File: src/rtl/hyper_arbiter.sv
// Two-port round-robin arbiter sharing one hyper_xface HyperRAM controller.
// Serialises single-dword reads/writes and returns data/error to the winning port.
module hyper_arbiter #(
  parameter int START_TIMEOUT = 16,
  parameter int END_TIMEOUT   = 255
) (
  input  logic        clk,
  input  logic        rstn,
  input  logic        p0_req,
  input  logic        p0_we,
  input  logic [31:0] p0_addr,
  input  logic [31:0] p0_wdata,
  input  logic [3:0]  p0_be,
  output logic        p0_done,
  output logic        p0_err,
  output logic [31:0] p0_rdata,
  input  logic        p1_req,
  input  logic        p1_we,
  input  logic [31:0] p1_addr,
  input  logic [31:0] p1_wdata,
  input  logic [3:0]  p1_be,
  output logic        p1_done,
  output logic        p1_err,
  output logic [31:0] p1_rdata,
  output logic        rd_req,
  output logic        wr_req,
  output logic [31:0] addr,
  output logic [31:0] wr_d,
  output logic [3:0]  wr_byte_en,
  output logic [5:0]  rd_num_dwords,
  output logic        mem_or_reg,
  input  logic        busy,
  input  logic        rd_rdy,
  input  logic [31:0] rd_d,
  output logic [1:0]  grant
);

  localparam logic [7:0] START_LIMIT = 8'(START_TIMEOUT);
  localparam logic [7:0] END_LIMIT   = 8'(END_TIMEOUT);

  typedef enum logic [1:0] {IDLE, ISSUE, WAIT_START, WAIT_END} state_t;

  state_t      state, state_next;
  logic [7:0]  timer;
  logic        last;
  logic        owner;
  logic        cur_we;
  logic        got_rdy;
  logic        take;
  logic        take_port;
  logic        finish;
  logic        finish_err;

  assign rd_num_dwords = 6'd1;
  assign mem_or_reg    = 1'b0;

  // Grants are held off during the done cycle so the finishing port can drop req.
  always_comb begin
    state_next = state;
    take       = 1'b0;
    take_port  = 1'b0;
    finish     = 1'b0;
    finish_err = 1'b0;
    case (state)
      IDLE: begin
        if (!p0_done && !p1_done && !busy && (p0_req || p1_req)) begin
          take       = 1'b1;
          take_port  = (p0_req && p1_req) ? ~last : p1_req;
          state_next = ISSUE;
        end
      end
      ISSUE: state_next = WAIT_START;
      WAIT_START: begin
        if (busy) begin
          state_next = WAIT_END;
        end else if (timer >= START_LIMIT) begin
          finish     = 1'b1;
          finish_err = 1'b1;
        end
      end
      WAIT_END: begin
        if (!busy) begin
          finish     = 1'b1;
          finish_err = !cur_we && !got_rdy && !rd_rdy;
        end else if (timer >= END_LIMIT) begin
          finish     = 1'b1;
          finish_err = 1'b1;
        end
      end
      default: state_next = IDLE;
    endcase
    if (finish) state_next = IDLE;
  end

  always_ff @(posedge clk or negedge rstn) begin
    if (!rstn) begin
      state <= IDLE;
      timer <= '0;
    end else begin
      state <= state_next;
      if (state_next != state) timer <= '0;
      else if (timer != 8'hFF) timer <= timer + 8'd1;
    end
  end

  always_ff @(posedge clk or negedge rstn) begin
    if (!rstn) begin
      last       <= 1'b1;
      owner      <= 1'b0;
      cur_we     <= 1'b0;
      got_rdy    <= 1'b0;
      grant      <= 2'b00;
      addr       <= '0;
      wr_d       <= '0;
      wr_byte_en <= '0;
      rd_req     <= 1'b0;
      wr_req     <= 1'b0;
      p0_done    <= 1'b0;
      p1_done    <= 1'b0;
      p0_err     <= 1'b0;
      p1_err     <= 1'b0;
      p0_rdata   <= '0;
      p1_rdata   <= '0;
    end else begin
      rd_req  <= 1'b0;
      wr_req  <= 1'b0;
      p0_done <= 1'b0;
      p1_done <= 1'b0;
      p0_err  <= 1'b0;
      p1_err  <= 1'b0;

      if (take) begin
        owner      <= take_port;
        last       <= take_port;
        got_rdy    <= 1'b0;
        grant      <= take_port ? 2'b10 : 2'b01;
        cur_we     <= take_port ? p1_we    : p0_we;
        addr       <= take_port ? p1_addr  : p0_addr;
        wr_d       <= take_port ? p1_wdata : p0_wdata;
        wr_byte_en <= take_port ? p1_be    : p0_be;
      end

      if (state == ISSUE) begin
        wr_req <= cur_we;
        rd_req <= !cur_we;
      end

      if (state == WAIT_END && rd_rdy) begin
        got_rdy <= 1'b1;
        if (owner) p1_rdata <= rd_d;
        else       p0_rdata <= rd_d;
      end

      if (finish) begin
        grant <= 2'b00;
        if (owner) begin
          p1_done <= 1'b1;
          p1_err  <= finish_err;
        end else begin
          p0_done <= 1'b1;
          p0_err  <= finish_err;
        end
      end
    end
  end

endmodule

File: config.mk
export PLATFORM = sky130hd
export DESIGN_NAME = hyper_arbiter
export DESIGN_NICKNAME = d
export VERILOG_FILES = /design/src/rtl/hyper_arbiter.sv
export SDC_FILE = /design/constraint.sdc
export NUM_CORES = 1
export LEC_CHECK = 0
export CORE_MARGIN = 2
export CORE_UTILIZATION = 40
export DETAILED_ROUTE_END_ITERATION = 16
export PLACE_DENSITY = 0.76
export SLEW_MARGIN = 20
export SYNTH_ARGS = -nofsm -noshare
export SYNTH_HDL_FRONTEND = slang
export SYNTH_SLANG_ARGS = --single-unit
File: constraint.sdc
create_clock -name clk -period 1.6 [get_ports clk]
set_input_delay 0.24 -clock clk [delete_from_list [all_inputs] [get_ports clk]]
set_output_delay 0.24 -clock clk [all_outputs]
set_load 0.02 [all_outputs]
==> reports/metrics.cfg <==
[global_route]
grt_overflow_total=0
track_usage_pct=22.1
grt_pass1_vias=5839
grt_pass1_wl_um=30700
antenna_found_initial=1
grt_start_max_net_pins=47

[cts]
cts.sinks=154
clockBufferDepth=2
cts_setup_buffers=0
path_clk_slew_ns=0.06
clockRootBuffer=clkbuf_16
cts_tree=yes
htreeDepth=4
clock_latency_ns=0.42
cts_made_buffers=17

[placed_design]
dp_slack_ns=-0.229
io_buffers=315
gp_congestion=0.830
postPlaceCellArea_um2=10400
hpwl_um=15400

[setup_path]
cp_top_family=compound AO/OA/AOI/OAI gates
worst-endpoint-required_ns=1.95
critPathKind=reg -> reg
arrival_ns=1.84
crit_slowest_cell=dfrtp_1
cp-start-kind=flop
cpPeakStageDelay_ns=0.41
crit_buf_inv=0
worstPathCellList=ha_1, and4_1, a21oi_1, o221a_2
cp_max_fo=5
endpoint_kind=flop

[drt]
antenna_left=0
drt_first_pass_iters=4
wire_per_inst_um=17.6
vias=5585
drt-initial-drc-count=160
drcViolationCount=0
drt-total-wl_um=19700
vias_per_cell=4.99

[layout]
nNetsFinal=1064
postLayoutCellArea_um2=10800
multi_input_area_um2=2710
seq_area_um2=3850
fillers=1313
drive_above_1_share_pct=19.5
area_growth_pct=59.1

[sta]
period_share_pct=93.1
fmax_ghz=0.672
slew_violations=0
hold_viol=0
final.min_clock_period_ns=1.49
fin_ws_ns=0.111
fin_skew_ns=0.00572
rsz0062_at_grt=false
setup_violations=0

[synthesis]
netlist_instances=549
syn_area_um2=6820
async_flop_share_pct=100
yosysMostFrequentCell=dfrtp_1
synth_cell_types=43
synth_edf_count=0
yosysTopAreaCellShare_pct=56.1
yosysTopAreaCell=dfrtp_1
seq_area_frac_synth_pct=56.5
synth_area_leaders=dfrtp_1 56%, mux2_2 11%, mux2i_1 10%
ys_ff_latch=154
yosysWarnings=0
avgSynthCellArea_um2=12.4
synthTopCellsByCount=153 x dfrtp_1, 77 x nand2_1, 69 x mux2i_1, 64 x mux2_2, 43 x o21ai_1
ys.flop_type=dfrtp_1

[power_and_ir_drop]
switching_share_pct=38.5
clockPowerShare_pct=21.1
power_frac_seq_pct=34.5
netSwitchingPower_w=0.00736
p_int_w=0.0117
vdd_drop_max_mv=0.864
combPwrFrac_pct=44.3
leakagePower_nw=5.20
power.density_nw_per_um2=1760

[die]
die-area_um2=18100
num_rows=47
core_um2=16600
die_width_um=135
num_io_pins=323
start_util_pct=41.0
fp.dieH_um=135

[run]
cap_violations=0

[outcome]
status=finished, final reports clean

[min_path]
min_path_type=in -> async

==> cell type report <==
class                      count  share of cell area (%)
sequential                   154                    35.5
clock inverter                15                    1.52
timing repair buffer         352                    31.3
antenna                        1                  0.0231
multi-input combinational    357                    25.0
inverter                       4                   0.138
clock buffer                  17                    3.92
tap                          220                    2.54
==> worst paths after layout <==
kind,startpoint,endpoint,slack (ns),cells past startpoint
hold reg to reg,addr[1],addr[1],0.47,2
max in group asynchronous,rstn,last,0.68,3
hold / removal,rstn,p0_rdata[24],0.32,2
min in group clk,p0_addr[30],addr[30],0.44,3
setup reg to reg,timer[0],timer[2],0.11,4
setup / recovery,timer[0],timer[2],0.11,4
==> through the flow <==
step | cells | total power, W | hold slack (ns) | util (%) | setup TNS (ns)
6_report | 1120 | 0.0191 | 0.320 | 65.2 | 0
5_1_grt | 1120 | 0.0201 | 0.331 | 65.2 | 0
4_1_cts | 1119 | 0.0193 | 0.320 | 65.1 | 0
3_5_place_dp | 1086 | 0.0164 | 0.192 | 62.5 | -12.16
3_3_place_gp | 1086 | 0.0161 | 0.188 | 62.5 | -11.94
2_1_floorplan | 554 | 0.0114 | -0.0556 | - | 0
==> logic make-up after synthesis <==
| group | share of synthesized area [%] |
|---|---|
| other | 0.110 |
| buffers and inverters | 4.48 |
| adder cells (fa/ha/maj) | 0.367 |
| AND/OR/NAND/NOR | 8.31 |
| flip-flops | 56.5 |
| multiplexers | 20.7 |
| AO/OA/AOI/OAI | 9.50 |
==> cells in the final DEF (no fill, tap or decap), types with 7 or more instances in the layout <==
cell / count
dfrtp_1: 153
conb_1: 7
buf_12: 11
clkdlybuf4s50_1: 174
dlygate4sd2_1: 139
o21ai_1: 44
nand2_1: 76
mux2_2: 64
nor2_1: 10
buf_4: 25
o21ai_2: 26
mux2i_1: 69
clkbuf_16: 17
==> layer usage <==
metal  share of wire (%)  GRT usage, %  wire (um)  vias up
met3                 8.9          7.81       1760       41
met2                  51          38.7       9980      253
met1                  37          24.4       7360     2684
met4                 3.0          9.06        590        0
li1                    -             -          -     2607
met5                   0             0          0        -
==> flip-flops by register name, summed over array words and instances (netlist names) <==
signal      flops
addr           32
cur_we          1
got_rdy         1
grant           2
last            1
owner           1
p0_done         1
p0_err          1
p0_rdata       32
p1_done         1
p1_err          1
p1_rdata       32
rd_req          1
state           2
timer           8
wr_byte_en      4
wr_d           32
wr_req          1
==> power groups by stage <==
stage / Combinational [W] / Sequential, W / Clock (W)
2_1_floorplan: 0.00284 / 0.00860 / 0
3_3_place_gp: 0.00951 / 0.00662 / 0
3_5_place_dp: 0.00969 / 0.00671 / 0
4_1_cts: 0.00856 / 0.00660 / 0.00413
5_1_grt: 0.00906 / 0.00680 / 0.00429
6_report: 0.00846 / 0.00659 / 0.00403
==> repair_timing <==
item	4_1_cts	5_1_grt
endpoints found under the setup margin	139	10
gates resized for setup	139	5
hold buffers	1	0
hold endpoints to repair	38	0
pin swaps	0	0
cloned	0	0
(Power assumes the default switching activity.)
